$ cat src/rtl/pads_cfg_wb_master.sv
`timescale 1ns/1ps
// ---------------------------------------------------------------------------
// pads_cfg_wb_master
//
// Wishbone initiator that issues single read/write cycles on behalf of a
// local command/response handshake. It lets the boot/loopback sequencer
// program the pad-config slave (OEN for mprj[37:0]) without the management
// core. Only one transaction is ever outstanding.
//
// If a slave does not acknowledge within TIMEOUT strobe cycles, the cycle is
// abandoned, the bus idles for one cycle, and the access is re-issued. This
// repeats up to MAX_RETRY times. If every attempt times out, the response
// reports an error.
//
// Ports
//   clk, resetb            clock; asynchronous active-low reset
//   cmd_valid/cmd_ready    command handshake (accepted only while idle)
//   cmd_we/sel/adr/dat     command fields, latched at acceptance
//   rsp_valid/rsp_ready    response handshake
//   rsp_dat                read data (0 for writes and errors)
//   rsp_err                1 when all attempts timed out
//   rsp_retries            number of timeouts seen before completion
//   busy                   transaction in flight
//   wbm_*                  Wishbone master signals
//
// Parameters
//   TIMEOUT    strobe cycles per attempt before giving up (>= 2)
//   MAX_RETRY  re-issues after a timeout before reporting error (0..3)
// ---------------------------------------------------------------------------
module pads_cfg_wb_master #(
    parameter int TIMEOUT   = 16,
    parameter int MAX_RETRY = 2
) (
    input  logic        clk,
    input  logic        resetb,

    input  logic        cmd_valid,
    output logic        cmd_ready,
    input  logic        cmd_we,
    input  logic [3:0]  cmd_sel,
    input  logic [31:0] cmd_adr,
    input  logic [31:0] cmd_dat,

    output logic        rsp_valid,
    input  logic        rsp_ready,
    output logic [31:0] rsp_dat,
    output logic        rsp_err,
    output logic [1:0]  rsp_retries,

    output logic        busy,

    output logic        wbm_cyc_o,
    output logic        wbm_stb_o,
    output logic        wbm_we_o,
    output logic [3:0]  wbm_sel_o,
    output logic [31:0] wbm_adr_o,
    output logic [31:0] wbm_dat_o,
    input  logic        wbm_ack_i,
    input  logic [31:0] wbm_dat_i
);

    localparam int             TW     = $clog2(TIMEOUT);
    localparam logic [TW-1:0]  T_LAST = TW'(TIMEOUT - 1);
    localparam logic [1:0]     R_MAX  = 2'(MAX_RETRY);

    typedef enum logic [1:0] {
        S_IDLE = 2'd0,
        S_BUS  = 2'd1,
        S_GAP  = 2'd2,
        S_RSP  = 2'd3
    } state_t;

    state_t        state;
    logic [TW-1:0] timer;   // strobe cycles already spent in this attempt
    logic [1:0]    retry;   // timeouts seen so far in this transaction

    // The bus is word addressed; the byte offset is replaced by zeros.
    logic unused_adr_bits;
    assign unused_adr_bits = ^cmd_adr[1:0];

    always_ff @(posedge clk or negedge resetb) begin
        if (!resetb) begin
            state       <= S_IDLE;
            timer       <= '0;
            retry       <= '0;
            cmd_ready   <= 1'b1;
            busy        <= 1'b0;
            rsp_valid   <= 1'b0;
            rsp_dat     <= '0;
            rsp_err     <= 1'b0;
            rsp_retries <= '0;
            wbm_cyc_o   <= 1'b0;
            wbm_stb_o   <= 1'b0;
            wbm_we_o    <= 1'b0;
            wbm_sel_o   <= '0;
            wbm_adr_o   <= '0;
            wbm_dat_o   <= '0;
        end else begin
            case (state)
                S_IDLE: begin
                    if (cmd_valid && cmd_ready) begin
                        // The wbm_* registers double as the command latches.
                        wbm_we_o  <= cmd_we;
                        wbm_sel_o <= cmd_sel;
                        wbm_adr_o <= {cmd_adr[31:2], 2'b00};
                        wbm_dat_o <= cmd_dat;
                        wbm_cyc_o <= 1'b1;
                        wbm_stb_o <= 1'b1;
                        timer     <= '0;
                        retry     <= '0;
                        cmd_ready <= 1'b0;
                        busy      <= 1'b1;
                        state     <= S_BUS;
                    end
                end

                S_BUS: begin
                    // Ack is tested first, so an ack arriving on the final
                    // strobe cycle of an attempt still counts as success.
                    if (wbm_ack_i) begin
                        wbm_cyc_o   <= 1'b0;
                        wbm_stb_o   <= 1'b0;
                        rsp_dat     <= wbm_we_o ? 32'd0 : wbm_dat_i;
                        rsp_err     <= 1'b0;
                        rsp_retries <= retry;
                        state       <= S_RSP;
                    end else if (timer == T_LAST) begin
                        wbm_cyc_o <= 1'b0;
                        wbm_stb_o <= 1'b0;
                        timer     <= '0;
                        if (retry < R_MAX) begin
                            retry <= retry + 2'd1;
                            state <= S_GAP;
                        end else begin
                            rsp_dat     <= '0;
                            rsp_err     <= 1'b1;
                            rsp_retries <= retry;
                            state       <= S_RSP;
                        end
                    end else begin
                        // Only reached below T_LAST, so the timer never wraps.
                        timer <= timer + TW'(1);
                    end
                end

                S_GAP: begin
                    // One idle bus cycle separates attempts; a late ack
                    // landing here has no effect.
                    wbm_cyc_o <= 1'b1;
                    wbm_stb_o <= 1'b1;
                    state     <= S_BUS;
                end

                S_RSP: begin
                    // First RSP cycle raises rsp_valid; the response then
                    // holds until it is consumed.
                    if (!rsp_valid) begin
                        rsp_valid <= 1'b1;
                    end else if (rsp_ready) begin
                        rsp_valid <= 1'b0;
                        cmd_ready <= 1'b1;
                        busy      <= 1'b0;
                        state     <= S_IDLE;
                    end
                end

                default: begin
                    state <= S_IDLE;
                end
            endcase
        end
    end

endmodule

$ cat config.mk
export PLATFORM = sky130hd
export DESIGN_NAME = pads_cfg_wb_master
export DESIGN_NICKNAME = d
export VERILOG_FILES = /design/src/rtl/pads_cfg_wb_master.sv
export SDC_FILE = /design/constraint.sdc
export NUM_CORES = 1
export LEC_CHECK = 0
export CAP_MARGIN = 20
export CORE_MARGIN = 5
export CORE_UTILIZATION = 39
export DETAILED_ROUTE_END_ITERATION = 8
export PLACE_DENSITY = 0.76
export SETUP_SLACK_MARGIN = 0.3
export SLEW_MARGIN = 30
export SYNTH_ARGS = -nofsm -noshare
export SYNTH_HDL_FRONTEND = slang
export SYNTH_SLANG_ARGS = --single-unit
$ cat constraint.sdc
create_clock -name clk -period 4.4 [get_ports clk]
set_input_delay 0.44 -clock clk [delete_from_list [all_inputs] [get_ports clk]]
set_output_delay 0.44 -clock clk [all_outputs]
set_load 0.05 [all_outputs]
==> out/results.tsv, run 1 <==
stage	metric	value	unit
run_status	status	finished, final reports clean	
grt	grt_max_degree	84	
cts	cts-root-buf	clkbuf_16	
route	vias	3568	
power	clockPowerShare	0.200	
logic_synthesis	yosysSeqAreaShare	0.6117	
floorplan	die_y	119.4	microns
cts	postCtsSetupBuffers	0	
setup_path	cp.depth	1	
power	p_switching	3.070	mW
cts	htree_levels	4	
logic_synthesis	synth_edf_count	0	
floorplan	die_w	119.4	microns
setup_path	rr_worst_depth	3	
sta	rsz0062_at_grt	no	
sta	slew_viol_final	0	
setup_path	start_kind	register	
power	switching_share	0.4509	
sta	fin_setup_tns	0	ps
setup_path	cp.required	3960	ps
cts	clock_path_buffers	2	
setup_path	startpoint	cmd_ready	
sta	timing.final.crit_period	2221	ps
floorplan	core-area	0.01186	sq mm
logic_synthesis	ys_types	35	
setup_path	end_kind	primary output	
grt	overflow	0	
route	avgRoutedWirePerCell	16.16	microns
sta	clock_skew	6.097	ps
sta	hold_violations	0	
cts	clk_pin_slew	50	ps
floorplan	design.die.area	0.01425	sq mm
place	dp_hpwl	8459	microns
power	intPower	3.738	mW
final_layout	diodes	0	
final_layout	drive_gt1_frac	0.1949	
place	gp_congestion	0.8024	
setup_path	cp_num_buf_inv	1	
grt	grt_pass1_vias	3856	
cts	cts_resized	0	
grt	grt_pass1_wl	19240	microns
route	firstDrtPassIters	4	
logic_synthesis	syn_area	0.004666	sq mm
setup_path	reg2reg_from	state[1]	
sta	fmax	0.4502	GHz
final_layout	area_growth	59.18	%
cts	hold_buffers	0	
power	ir_drop	0.4794	mV
logic_synthesis	syn_inst	365	
final_layout	fill_cells	920	
setup_path	path_class	reg2out	
setup_path	timing.critical_path.max_delay_family	buffers and inverters	
floorplan	row_count	40	
logic_synthesis	synthArstFlopShare	1.000	
logic_synthesis	synth-main-ff-cell	dfrtp_1	
setup_path	critPathSlowestCell	clkdlybuf4s50_1	
route	ant_nets	0	
worst_hold_path	worstHoldPathType	in2async	
power	power.leakage	3.221	nW
sta	period_share	0.5049	
place	dp_cells	700	
setup_path	critPathMaxFanout	5	
route	drt_first_iter_violations	227	
setup_path	max_stage_delay	820	ps
power	pwr-share-comb	0.530	
cts	clkSinkCount	114	
cts	cts_tree	done	
cts	insertion_delay	400	ps
sta	tightest_slew	743.1	ps
place	port_buffers	210	
setup_path	cp-endpoint	cmd_ready	
floorplan	io_pins	215	
route	via_per_inst	4.874	
logic_synthesis	syn_area_per_cell	12.78	sq um
logic_synthesis	yosys_warnings	0	
setup_path	crit_arrival	1780	ps
setup_path	r2r_slack	2310	ps
route	wl	11830	microns
final_layout	nNetsFinal	679	
grt	track_usage	0.1706	
setup_path	crit_chain	clkdlybuf4s50_1	
grt	antenna_found_initial	0	
setup_path	r2r-end	wbm_dat_o[13]	
sta	setup_viol	0	
job	maxCapViolCount	0	
power	p_seq_frac	0.271	
floorplan	initial_core_util	0.3934	
route	drc	0	
final_layout	final_cell_count_no_fill	732	
sta	relSlewSlack	0.5046	
power	p_per_area	916.6	mW/mm^2
logic_synthesis	synth_seq_cells	114	
cts	cts_buffers	17	
## stage by stage
step | total power, mW | utilization | hold slack [ps] | cell area [sq um] | worst slack, ps
final | 6.808 | 0.6262 | 84.40 | 7427 | 2179
after global placement | 5.391 | 0.5732 | 473.4 | 6799 | 1913
after CTS | 6.883 | 0.6262 | 101.3 | 7427 | 2146
after floorplan | 4.223 | - | 144.4 | 4669 | 2691
after detailed placement | 5.486 | 0.5756 | 480.3 | 6828 | 1978
after global routing | 7.124 | 0.6262 | 156.5 | 7427 | 2127
## cell type report
type                    count  area [sq um]  share of cell area
repair buffers            214          2146              0.2889
inverters                  36         135.1             0.01819
flip-flops and latches    114          2854              0.3843
multi-input cells         189          1509              0.2032
clock inverters            10         105.1             0.01415
well taps                 147         183.9             0.02476
clock buffers              22         494.2             0.06654
## synthesized netlist by cell type, types with 2 or more instances
library cell,number,share of area
dfrtp_1,113,0.61
mux2_2,67,0.16
nand2_1,43,0.035
inv_1,36,0.029
o32ai_1,32,0.060
nor2_1,11,0.0088
buf_6,8,0.019
buf_2,7,0.0075
clkbuf_1,7,0.0056
a21oi_1,5,0.0054
o21ai_0,5,0.0054
buf_4,4,0.0064
a221oi_1,2,0.0038
nand3_1,2,0.0021
o22ai_1,2,0.0027
xnor2_1,2,0.0038
## cell usage in the layout (no fill, tap or decap), drive strengths merged, types with 5 or more instances in the layout
cell	count
clkdlybuf4s50	209
clkbuf	22
inv	36
clkinv	6
dfrtp	113
nor2	12
o32ai	32
a21oi	5
nand2	43
buf	5
o21ai	5
mux2	67
## kinds of logic after synthesis
logic type	Yosys count	synth area share
other cells	1	0.0008037
fa+ha+maj	1	0.002681
xor+xnor	2	0.003755
flops	114	0.6117
buf+inv	63	0.06865
simple gates	66	0.06490
mux	67	0.1617
compound gates	51	0.08582
## worst min-delay path by stage
stage	end	startpoint	slack, ps	cells past startpoint
after floorplan	busy	resetb	140	0
after global placement	rsp_err	rsp_err	470	1
after detailed placement	rsp_err	rsp_err	480	1
after CTS	rsp_dat[5]	resetb	100	1
after global routing	rsp_dat[8]	resetb	160	1
final	rsp_dat[5]	resetb	80	1
## flip-flops by register name (all words and copies together) (netlist names)
name / count
busy: 1
wbm_stb_o: 1
rsp_dat: 32
state: 2
wbm_sel_o: 4
rsp_retries: 2
wbm_dat_o: 32
timer: 4
wbm_adr_o: 30
rsp_err: 1
wbm_we_o: 1
rsp_valid: 1
cmd_ready: 1
retry: 2
## power by group through the flow
| stage | Sequential, mW | Combinational [mW] | Clock, mW |
|---|---|---|---|
| 6_report | 1.84 | 3.60 | 1.36 |
| 5_1_grt | 1.92 | 3.76 | 1.44 |
| 4_1_cts | 1.85 | 3.64 | 1.40 |
| 3_5_place_dp | 1.85 | 3.63 | 0 |
| 3_3_place_gp | 1.82 | 3.57 | 0 |
| 2_1_floorplan | 3.43 | 0.797 | 0 |
## per-layer routing
layer / global-route usage / routed length (microns)
met5: 0 / 0
met4: 0.07015 / 187
met3: 0.08452 / 1267
met2: 0.2787 / 5867
met1: 0.1898 / 4509
No activity file was read; power rests on OpenSTA's default activity.
==> run 2: changes to the inputs <==
==> constraint.sdc (replaced) <==
create_clock -name clk -period 2.1 [get_ports clk]
set_input_delay 0.21 -clock clk [delete_from_list [all_inputs] [get_ports clk]]
set_output_delay 0.21 -clock clk [all_outputs]
set_load 0.05 [all_outputs]
==> run 2 against run 1 <==
  * Final cell count rose by 0.55%
  * Global-route usage rose by 0.30 points
  * Sequential share of layout area fell by 0.61 points
  * Combinational power rose by 99%
  * Sequential cell count did not move
  * Hold slack improved by 290 ps
  * First-iteration DRC count fell by 7.0%
  * Sequential power rose by 110%
==> out/results.tsv, run 2 (synthesis results as in run 1) <==
stage	metric	value	unit	change
setup_path	crit_arrival	1550	ps	-230 ps
cts	postCtsSetupBuffers	0		unchanged
power	power.leakage	3.876	nW	+20%
route	via_per_inst	4.920		+0.93%
setup_path	crit_chain	clkdlybuf4s50_1		
place	pre_cts_slack	337.2	ps	-1641 ps
route	firstDrtPassIters	5		+1
sta	period_share	0.8399		
sta	setup_viol	0		unchanged
sta	slew_viol_final	0		unchanged
floorplan	design.die.area	0.01425	sq mm	unchanged
cts	cts-root-buf	clkbuf_16		
cts	cts_buffers	17		unchanged
setup_path	cp.required	1890	ps	-2070 ps
final_layout	diodes	0		unchanged
grt	grt_pass1_wl	19560	microns	+1.7%
sta	fin_setup_tns	0	ps	unchanged
place	placed_area	0.006878	sq mm	+0.73%
route	avgRoutedWirePerCell	16.48	microns	+2.0%
grt	grt_max_degree	115		+37%
final_layout	layout_common_cells	clkdlybuf4s50_1, dfrtp_1, mux2_2		
floorplan	initial_core_util	0.3934		unchanged
cts	htree_levels	4		unchanged
route	ant_nets	0		unchanged
worst_hold_path	worstHoldPathType	in2reg		
final_layout	layout_commonest_cell	clkdlybuf4s50_1		
setup_path	end_kind	primary output		
job	maxCapViolCount	0		unchanged
grt	track_usage	0.1736		+0.002955
cts	clk_pin_slew	50	ps	about the same
sta	tightest_slew	606.6	ps	-136.6 ps
route	drc	0		unchanged
grt	antenna_found_initial	0		unchanged
grt	grt_pass1_vias	3830		-0.67%
final_layout	nNetsFinal	683		+0.59%
final_layout	stdcell_area	0.007551	sq mm	+1.7%
final_layout	final_cell_count_no_fill	736		+0.55%
final_layout	area_growth	61.84	%	
final_layout	drive_gt1_frac	0.1986		+0.003770
sta	clock_skew	4.685	ps	-1.411 ps
cts	cts_tree	done		
floorplan	row_count	40		unchanged
route	wl	12130	microns	+2.5%
cts	clock_path_buffers	2		unchanged
cts	insertion_delay	410	ps	about the same
grt	overflow	0		unchanged
cts	clkSinkCount	114		unchanged
floorplan	die_y	119.4	microns	unchanged
place	gp_congestion	0.8291		+3.3%
place	dp_cells	703		+0.43%
floorplan	core-area	0.01186	sq mm	unchanged
setup_path	critPathMaxFanout	2		-3
setup_path	cp_num_buf_inv	1		unchanged
run_status	status	finished, final reports clean		
final_layout	final_util	0.6366		+0.01044
floorplan	io_pins	215		unchanged
floorplan	die_w	119.4	microns	unchanged
place	dp_hpwl	8511	microns	+0.61%
setup_path	start_kind	register		
power	p_per_area	1857	mW/mm^2	+100%
sta	hold_violations	0		unchanged
power	total_power	14.03	mW	+110%
sta	timing.final.crit_period	1764	ps	
setup_path	max_stage_delay	820	ps	about the same
sta	worst_slack	336.3	ps	-1842 ps
setup_path	timing.critical_path.max_delay_family	buffers and inverters		
setup_path	path_class	reg2out		
setup_path	critPathSlowestCell	clkdlybuf4s50_1		
route	drt_first_iter_violations	211		-7.0%
sta	relSlewSlack	0.5956		+0.09104
final_layout	largestRegisters	rsp_dat (32), wbm_dat_o (32), wbm_adr_o (30)		
sta	rsz0062_at_grt	no		
route	vias	3621		+1.5%
power	ir_drop	1.149	mV	+140%
sta	holdWs	371.4	ps	+287.0 ps
place	port_buffers	210		unchanged
sta	fmax	0.5670	GHz	
run 2: cell count changes in the layout (fill, tap and decap cells not counted), moves of 3 or more:
cell and delta:
clkdlybuf4s50_1 -96, dlygate4sd2_1 +50, dlymetal6s2s_1 +45, clkbuf_8 -4
buf_12 +3
run 2: final timing paths:
path / from / end / slack (ps) / cells past startpoint
worst max-delay path: rsp_dat[26] / rsp_dat[26] / 340 / 1
worst min-delay path: wbm_dat_i[9] / rsp_dat[9] / 370 / 3
worst max register to register: state[1] / wbm_adr_o[26] / 420 / 3
worst min register to register: rsp_retries[1] / rsp_retries[1] / 480 / 2
max in group asynchronous: resetb / wbm_dat_o[12] / 1200 / 3
min in group asynchronous: resetb / rsp_dat[10] / 430 / 3
run 2: per-layer routing:
layer / routed length (microns) / global-route usage / vias to the layer above / share of wire
li1: - / - / 1685 / -
met1: 4652 / 0.1956 / 1757 / 0.38
met2: 6064 / 0.2826 / 158 / 0.50
met3: 1200 / 0.08120 / 21 / 0.099
met4: 214 / 0.07445 / 0 / 0.018
met5: 0 / 0 / - / 0
run 2: power breakdown:
part           switching, mW  internal, mW
Sequential             0.666          3.24
Combinational           4.78          2.39
Clock                  0.956          2.00
run 2: repair_timing:
| item | 4_1_cts | 5_1_grt |
|---|---|---|
| hold buffers | 1 | 0 |
| cloned | 0 | 0 |
| endpoints found under the setup margin | 50 | 64 |
| hold endpoints to repair | 113 | 0 |
| gates resized for setup | 50 | 46 |
run 2: cell type report:
| class | instances | area [sq um] |
|---|---|---|
| tap | 147 | 183.9 |
| sequential | 114 | 2855 |
| timing repair buffer | 218 | 2263 |
| clock inverter | 12 | 162.7 |
| inverter | 36 | 135.1 |
| fill | 934 | 4310 |
| clock buffer | 20 | 446.7 |
| multi-input combinational | 189 | 1504 |
run 2: tightest hold or removal path: cells and delay by family:
family,cells,cell delay [ps]
buffers and inverters,2,450
AO/OA/AOI/OAI,1,70
